### src/rtl/dot11_tx_encoder_pkg.sv
// Shared types, constants and helpers for the 802.11a/g DATA-field transmit encoder.
package dot11_tx_encoder_pkg;

    typedef enum logic [2:0] {
        S_TX_IDLE,
        S_TX_SERVICE,
        S_TX_DATA,
        S_TX_TAIL,
        S_TX_PAD,
        S_TX_DONE
    } tx_state_t;

    localparam logic [6:0] G0           = 7'o133;
    localparam logic [6:0] G1           = 7'o171;
    localparam int         SERVICE_BITS = 16;
    localparam int         TAIL_BITS    = 6;

    function automatic logic n_dbps_legal(input logic [7:0] n);
        case (n)
            8'd24, 8'd36, 8'd48, 8'd72, 8'd96, 8'd144, 8'd192, 8'd216: return 1'b1;
            default: return 1'b0;
        endcase
    endfunction

    // Tap vector runs from the current bit (MSB) to the oldest delay (LSB),
    // so the octal generator polynomials apply directly.
    function automatic logic [1:0] conv_pair(input logic b, input logic [5:0] r);
        logic [6:0] taps;
        taps = {b, r[0], r[1], r[2], r[3], r[4], r[5]};
        return {^(taps & G1), ^(taps & G0)};
    endfunction

endpackage

### src/rtl/dot11_conv_encoder.sv
// K=7 rate-1/2 convolutional encoder; one registered coded pair per input strobe.
module dot11_conv_encoder
    import dot11_tx_encoder_pkg::*;
(
    input  logic       clock,
    input  logic       reset,
    input  logic       enable,
    input  logic       clear,
    input  logic       bit_in,
    input  logic       bit_in_stb,
    output logic [1:0] out,
    output logic       out_stb
);

    logic [5:0] shift_reg;

    always_ff @(posedge clock) begin
        if (reset) begin
            shift_reg <= 6'd0;
            out       <= 2'd0;
            out_stb   <= 1'b0;
        end else if (enable) begin
            if (clear) begin
                shift_reg <= 6'd0;
                out_stb   <= 1'b0;
            end else begin
                out_stb <= bit_in_stb;
                if (bit_in_stb) begin
                    out       <= conv_pair(bit_in, shift_reg);
                    shift_reg <= {shift_reg[4:0], bit_in};
                end
            end
        end
    end

endmodule

### src/rtl/dot11_tx_encoder.sv
// 802.11a/g DATA-field bit encoder: SERVICE + PSDU + tail + pad, scrambled, then K=7 coded.
module dot11_tx_encoder
    import dot11_tx_encoder_pkg::*;
#(
    parameter logic [6:0] DEFAULT_SEED = 7'h5D,
    parameter int         LEN_W        = 12
) (
    input  logic             clock,
    input  logic             reset,
    input  logic             enable,
    input  logic             start,
    input  logic [LEN_W-1:0] len,
    input  logic [7:0]       n_dbps,
    input  logic [6:0]       seed,
    input  logic [7:0]       byte_in,
    input  logic             byte_in_valid,
    output logic             byte_in_ready,
    output logic [1:0]       enc_out,
    output logic             enc_out_valid,
    input  logic             enc_out_ready,
    output logic             busy,
    output logic             done,
    output logic             error,
    output logic [11:0]      sym_count
);

    tx_state_t        state_reg;
    logic [LEN_W-1:0] len_reg;
    logic [LEN_W-1:0] byte_cnt_reg;
    logic [7:0]       n_dbps_reg;
    logic [7:0]       sym_bit_reg;
    logic [6:0]       scr_reg;
    logic [7:0]       byte_reg;
    logic [2:0]       bit_idx_reg;
    logic [4:0]       sec_cnt_reg;
    logic             hold_reg;

    logic adv, in_frame, need_byte, bit_take, raw_bit, fb, scr_bit, start_ok, sym_wrap;
    logic enc_stb;

    // A pair stays valid either because it was just produced or because it is still unaccepted.
    assign enc_out_valid = enc_stb | hold_reg;
    assign adv           = enable && (!enc_out_valid || enc_out_ready);
    assign in_frame      = (state_reg == S_TX_SERVICE) || (state_reg == S_TX_DATA) ||
                           (state_reg == S_TX_TAIL)    || (state_reg == S_TX_PAD);
    assign need_byte     = (state_reg == S_TX_DATA) && (bit_idx_reg == 3'd0);
    assign byte_in_ready = need_byte && adv;
    assign bit_take      = adv && in_frame && (!need_byte || byte_in_valid);
    assign raw_bit       = (state_reg != S_TX_DATA) ? 1'b0 :
                           need_byte ? byte_in[0] : byte_reg[bit_idx_reg];
    assign fb            = scr_reg[6] ^ scr_reg[3];
    assign scr_bit       = (state_reg == S_TX_TAIL) ? 1'b0 : (raw_bit ^ fb);
    assign start_ok      = enable && start && (state_reg == S_TX_IDLE) &&
                           n_dbps_legal(n_dbps) && (len != '0);
    assign sym_wrap      = (sym_bit_reg == n_dbps_reg - 8'd1);

    dot11_conv_encoder u_enc (
        .clock      (clock),
        .reset      (reset),
        .enable     (enable),
        .clear      (start_ok),
        .bit_in     (scr_bit),
        .bit_in_stb (bit_take),
        .out        (enc_out),
        .out_stb    (enc_stb)
    );

    always_ff @(posedge clock) begin
        if (reset) begin
            state_reg    <= S_TX_IDLE;
            len_reg      <= '0;
            byte_cnt_reg <= '0;
            n_dbps_reg   <= 8'd0;
            sym_bit_reg  <= 8'd0;
            scr_reg      <= 7'd0;
            byte_reg     <= 8'd0;
            bit_idx_reg  <= 3'd0;
            sec_cnt_reg  <= 5'd0;
            hold_reg     <= 1'b0;
            busy         <= 1'b0;
            done         <= 1'b0;
            error        <= 1'b0;
            sym_count    <= 12'd0;
        end else if (enable) begin
            done     <= 1'b0;
            error    <= 1'b0;
            hold_reg <= enc_out_valid && !enc_out_ready;
            if (bit_take) begin
                scr_reg <= {scr_reg[5:0], fb};
                if (sym_wrap) begin
                    sym_bit_reg <= 8'd0;
                    sym_count   <= sym_count + 12'd1;
                end else begin
                    sym_bit_reg <= sym_bit_reg + 8'd1;
                end
            end
            case (state_reg)
                S_TX_IDLE: begin
                    if (start_ok) begin
                        len_reg     <= len;
                        n_dbps_reg  <= n_dbps;
                        scr_reg     <= (seed == 7'd0) ? DEFAULT_SEED : seed;
                        sym_bit_reg <= 8'd0;
                        sym_count   <= 12'd0;
                        sec_cnt_reg <= 5'd0;
                        busy        <= 1'b1;
                        state_reg   <= S_TX_SERVICE;
                    end else if (start) begin
                        error <= 1'b1;
                    end
                end
                S_TX_SERVICE: begin
                    if (bit_take) begin
                        if (sec_cnt_reg == 5'(SERVICE_BITS - 1)) begin
                            sec_cnt_reg  <= 5'd0;
                            bit_idx_reg  <= 3'd0;
                            byte_cnt_reg <= '0;
                            state_reg    <= S_TX_DATA;
                        end else begin
                            sec_cnt_reg <= sec_cnt_reg + 5'd1;
                        end
                    end
                end
                S_TX_DATA: begin
                    if (bit_take) begin
                        if (need_byte) byte_reg <= byte_in;
                        bit_idx_reg <= bit_idx_reg + 3'd1;
                        if (bit_idx_reg == 3'd7) begin
                            byte_cnt_reg <= byte_cnt_reg + 1'b1;
                            if (byte_cnt_reg == len_reg - 1'b1) state_reg <= S_TX_TAIL;
                        end
                    end
                end
                S_TX_TAIL: begin
                    if (bit_take) begin
                        if (sec_cnt_reg == 5'(TAIL_BITS - 1)) begin
                            sec_cnt_reg <= 5'd0;
                            state_reg   <= sym_wrap ? S_TX_DONE : S_TX_PAD;
                        end else begin
                            sec_cnt_reg <= sec_cnt_reg + 5'd1;
                        end
                    end
                end
                S_TX_PAD: begin
                    if (bit_take && sym_wrap) state_reg <= S_TX_DONE;
                end
                S_TX_DONE: begin
                    if (!enc_out_valid || enc_out_ready) begin
                        done      <= 1'b1;
                        busy      <= 1'b0;
                        state_reg <= S_TX_IDLE;
                    end
                end
                default: state_reg <= S_TX_IDLE;
            endcase
        end
    end

endmodule
### config.mk
export PLATFORM = sky130hd
export DESIGN_NAME = dot11_tx_encoder
export DESIGN_NICKNAME = d
export VERILOG_FILES = /design/src/rtl/dot11_tx_encoder_pkg.sv /design/src/rtl/dot11_conv_encoder.sv /design/src/rtl/dot11_tx_encoder.sv
export SDC_FILE = /design/constraint.sdc
export NUM_CORES = 1
export LEC_CHECK = 0
export BUFFER_PORTS_ARGS = -buffer_cell sky130_fd_sc_hd__buf_4
export CORE_UTILIZATION = 32
export DETAILED_ROUTE_END_ITERATION = 16
export GPL_TIMING_DRIVEN = 0
export MAX_ROUTING_LAYER = met4
export PLACE_DENSITY = 0.49
export SYNTH_ARGS = -nofsm -noshare
export SYNTH_HDL_FRONTEND = slang
export SYNTH_SLANG_ARGS = --single-unit
export TNS_END_PERCENT = 10
### constraint.sdc
create_clock -name clock -period 3 [get_ports clock]
set_input_delay 0.3 -clock clock [delete_from_list [all_inputs] [get_ports clock]]
set_output_delay 0.3 -clock clock [all_outputs]
set_load 0.02 [all_outputs]
# Yosys cells after proc, flatten, opt, wreduce, memory -nomap -nowiden
# Index checks and enable logic that the tools add are counted.
# totals
out_inout_bits	19
ff_bits	91
# op_classes
n_lt_le_gt_ge	1
n_addsub	7
n_bitwise	4
mux	56
reduce_logical	39
eq_ne	29
# ops
op	n
two-way mux 12 bit	8
two-way mux 3 bit	13
two-way mux 8 bit	4
two-way mux 7 bit	4
two-way mux 5 bit	5
adder 12 x 1 -> 12 bit (second input constant)	2
equality test 8 bit (second input constant)	3
one-hot mux 12 bit (2 select lines)	1
one-hot mux 3 bit (6 select lines)	1
equality test 8 x 6 -> 1 bit (second input constant)	2
equality test 8 x 7 -> 1 bit (second input constant)	2
one-hot mux 5 bit (3 select lines)	1
two-way mux 1 bit	14
XOR reduction 7 bit	2
equality test 12 bit	1
two-way mux 6 bit	2
nonzero test 12 bit	1
subtractor 12 x 1 -> 12 bit (second input constant)	1
logical AND 1 bit	11
AND reduction 11 bit	1
inequality test 2 x 1 -> 1 bit (second input constant)	5
inequality test 2 bit (second input constant)	5
AND reduction 5 bit	2
equality test 3 bit (second input constant)	3
29 further kinds	42

# Logic depth before layout (Yosys ltp)
# depth
ltp_word	9
mapped_depth	11
depth_no_buf	11

# By module
# Synthesis repeated with hierarchy kept, for this count alone.
# hier_totals
cells_unflattened	597
hier_area_um2	4967.3
# by_module_without_submodules
module	area_each_um2	cells_per_inst	instances
dot11_tx_encoder	4584.4	558	1
dot11_conv_encoder	382.9	39	1

# Worst setup path before layout
# Ideal clock, no wire load.
# synth_path
path_type	flip-flop to flip-flop
from	register n_dbps_reg[2]
to	register sym_bit_reg[0]
setup_ns	0.076
arrival_ns	2.520
n_path_buf	2
period_less_slack_ns	2.596
slack_ns	0.404
path_stages_with_launch	10
cell_sequence	dfxtp_1 -> or3_1 -> or4_4 -> xnor2_1 -> and4_1 -> buf_6 -> a2111oi_2 -> buf_2 -> nand2_1 -> o22ai_1
# synth_via
elab_chain_len	6
# synth_lines
element	line	rtl
from (decl)	dot11_tx_encoder.sv:30	logic [7:0] n_dbps_reg;
from (signal assigned)	dot11_tx_encoder.sv:101	n_dbps_reg <= n_dbps;
subtractor 8 x 1 -> 8 bit *	dot11_tx_encoder.sv:55	assign sym_wrap = (sym_bit_reg == n_dbps_reg - 8'd1);
equality test 8 bit *	dot11_tx_encoder.sv:55	
two-way mux 8 bit *	dot11_tx_encoder.sv:90	if (sym_wrap) begin
two-way mux 8 bit *	dot11_tx_encoder.sv:88	if (bit_take) begin
two-way mux 8 bit	dot11_tx_encoder.sv:99	if (start_ok) begin
two-way mux 8 bit *	dot11_tx_encoder.sv:97	case (state_reg)
to (signal assigned)	dot11_tx_encoder.sv:94	sym_bit_reg <= sym_bit_reg + 8'd1;
to (decl)	dot11_tx_encoder.sv:31	logic [7:0] sym_bit_reg;
# Mark *: on every way between the ends. The rest lies on a longest branch, timed or not.
# A chain may end at the register's enable or synchronous reset.

# Worst setup path in the final report
# layout_path
from	register state_reg[1]
to	register scr_reg[0]
# layout_via
elab_chain_len	9
elab_cells_between_ends	19
cone_classes	eq/ne (4); mux (3); reduce/logical (12)
# layout_lines
element	line	rtl
from (decl)	dot11_tx_encoder.sv:27	tx_state_t state_reg;
from (signal assigned)	dot11_tx_encoder.sv:138	state_reg <= sym_wrap ? S_TX_DONE : S_TX_PAD;
equality test 3 x 1 -> 1 bit or equality test 3 x 2 -> 1 bit (tied branches)	dot11_tx_encoder.sv:44, dot11_tx_encoder.sv:46	
logical OR 1 bit (2 in series)	dot11_tx_encoder.sv:44	assign in_frame = (state_reg == S_TX_SERVICE) || (state_reg == S_TX_DATA) ||
logical OR 1 bit	dot11_tx_encoder.sv:45	(state_reg == S_TX_TAIL) || (state_reg == S_TX_PAD);
logical AND 1 bit (2 in series)	dot11_tx_encoder.sv:48	assign bit_take = adv && in_frame && (!need_byte || byte_in_valid);
two-way mux 7 bit	dot11_tx_encoder.sv:88	
two-way mux 7 bit	dot11_tx_encoder.sv:99	
two-way mux 7 bit *	dot11_tx_encoder.sv:97	
to (signal assigned)	dot11_tx_encoder.sv:89	scr_reg <= {scr_reg[5:0], fb};
to (signal assigned)	dot11_tx_encoder.sv:102	scr_reg <= (seed == 7'd0) ? DEFAULT_SEED : seed;
to (decl)	dot11_tx_encoder.sv:32	logic [6:0] scr_reg;
# Marks and branches as above.

==> results.ini <==
[timing]
worst_slew_pin_slew_ps=886
layout_min_cycle_time_ps=2770
setup_viol=0
hold_viol_final=0
setup_ws_ps=226
finClkSkew_ps=10.7
slew_headroom_pct=40.7
min_period_over_period_pct=92.5
slew_violations=0
rsz0062_at_grt=yes
fmax_ghz=0.360

[grt]
grt_usage_pct=18.9
grt-ovfl-total=0
grt_pass1_vias=4384
grt_max_degree=15
antenna_found_initial=0
grt_pass1_wl_um=22700

[place]
gp_congestion=0.845
io_buffers=58
hpwlAfterDp_um=10600
post-place-cells=868
post-place-ws_ps=-29.6

[power_and_ir_drop]
p_total_w=0.00250
irDropWorstVdd_mv=0.271
p_leak_nw=2.16
cellPowerDensity_nw_per_um2=421

[floorplanning]
core_um2=15100
dieHeight_um=126
row_count=45
die_w_um=126
design.die.area_um2=15900
ioPinCount=60
start_util_pct=32.6

[setup_path]
startpoint_type=flop
worstSetupEndpointType=flop
worstPathArrival_ps=3050
crit_type=reg -> reg
path_max_fanout=10
required_ps=3280

[synthesis]
synthCells=622
synth_fp_nets=675
syn_area_per_cell_um2=7.95
ys_warn_count=0
yosysSeqAreaShare_pct=36.9
ys_types=61
ys.flop_type=dfxtp_1
async_flop_share_pct=0
synth-edff-count=0
synth_area_um2=4940
ys_ff_latch=91

[clocking]
cts-root-buf=clkbuf_16
path_clk_slew_ps=70
worstSkewPairLatency_ps=350
cts.sink_count=91
hold_buffers=0
clk_path_buf_depth=2
cts_tree=done
cts_buffers=9
cts.htree.levels=3

[route]
dr.pass1.iters=4
routedWlPerCell_um=15.8
via_per_inst=5.30
drtAntennaViolNets=0
drtIter0Drc=294
remaining_drc_errors=0
finalWirelength_um=14000
vias=4682

[final_layout]
layout_common_cells=91 x dfxtp_1, 89 x nand2_1, 61 x nor2_1, 59 x a21oi_1, 58 x buf_4
drive_above_1_share_pct=13.9
fin_cells=884
fin_util_pct=39.2
final_nets=744
fill_cells=1573
areaGrowthSynthToFinish_pct=20.1
antenna_cells=0
layout_commonest_cell=dfxtp_1

[job]
maxCapViolCount=0

[hold_path]
hold_class=in -> reg

[run_status]
status=finished clean

-- final cells by class --
type / instances / area [um^2] / share of cell area, %
Buffer: 32 / 139 / 2.34
Clock buffer: 11 / 243 / 4.09
Clock inverter: 5 / 52.6 / 0.885
Inverter: 22 / 82.6 / 1.39
Multi-Input combinational cell: 477 / 2930 / 49.3
Sequential cell: 91 / 1820 / 30.7
Tap cell: 188 / 235 / 3.96
Timing Repair Buffer: 58 / 435 / 7.34
-- synthesized netlist by cell type, types with 4 or more instances --
library cell	instances	area, um^2
a31oi_1	12	75.1
or2_2	4	25.0
or4_1	10	75.1
nor4_1	9	56.3
o21a_1	5	37.5
xor2_1	21	184
nand3b_1	4	30.0
xnor2_1	24	210
o31ai_1	9	67.6
mux2i_1	13	130
nand4_1	9	56.3
and3_1	8	50.1
nor2_1	61	229
inv_1	22	82.6
ha_1	12	150
dfxtp_1	91	1820
o21ai_1	7	35.0
clkbuf_1	27	101
or3_1	7	43.8
nand3_1	39	195
nand2_1	90	338
nor3_1	10	50.1
a21oi_1	59	295
o21ai_0	12	60.1
-- what timing repair did --
| action | in CTS | in global routing |
|---|---|---|
| pin swaps | 0 | 1 |
| resized for setup | 1 | 6 |
| setup endpoints to repair | 5 | 23 |
| buffers inserted | 0 | 0 |
-- critical path, stage by stage (launching register included) --
cell and delay [ps]:
dfxtp_1 310, clkbuf_1 220, nor2_1 150, nand4_1 230, nor4_1 380, and3_1 220, clkbuf_1 320, clkbuf_1 450
o21ai_0 240, a31oi_1 190
-- layer usage --
layer	track usage, %	part of all wire (%)	routed length, um
met1	24.9	50	7030
met2	29.4	45	6320
met3	2.85	3.8	536
met4	6.73	0.65	91
met5	-	0	0
-- stage by stage --
stage	cell area (um^2)	hold WS [ps]	TNS [ps]
floorplan	4940	432	0
global placement	5610	441	-88.4
detailed placement	5610	451	-58.2
CTS	5910	178	0
global route	5940	187	-2.24
finish	5940	188	0
-- kinds of logic (layout without fill, tap and decap cells) --
family	after synthesis	after routing	share of synthesized area (%)
adders and majority gates	12	12	3.04
DFF	91	91	36.9
xor gates and xnor gates	46	46	8.46
and+or+nand+nor	273	273	26.8
buffers and inverters	54	128	4.46
AOI/OAI and AO/OA	130	130	16.6
muxes	16	16	3.77
-- power breakdown --
part / total, W / switching [W] / internal [W]
Sequential: 0.00121 / 0.00000243 / 0.00121
Combinational: 0.000132 / 0.0000758 / 0.0000562
Clock: 0.00115 / 0.000488 / 0.000665
Total: 0.00250 / 0.000566 / 0.00193
-- path summary, 6_finish.rpt --
| check | from | endpoint | slack, ps | cells after the start |
|---|---|---|---|---|
| setup / recovery | state_reg[1] | scr_reg[0] | 230 | 9 |
| hold / removal | byte_in[1] | byte_reg[1] | 190 | 3 |
| setup reg to reg | state_reg[1] | scr_reg[0] | 230 | 9 |
| hold reg to reg | u_enc.out[0] | u_enc.out[0] | 450 | 2 |
No activity file was read; power rests on OpenSTA's default activity.
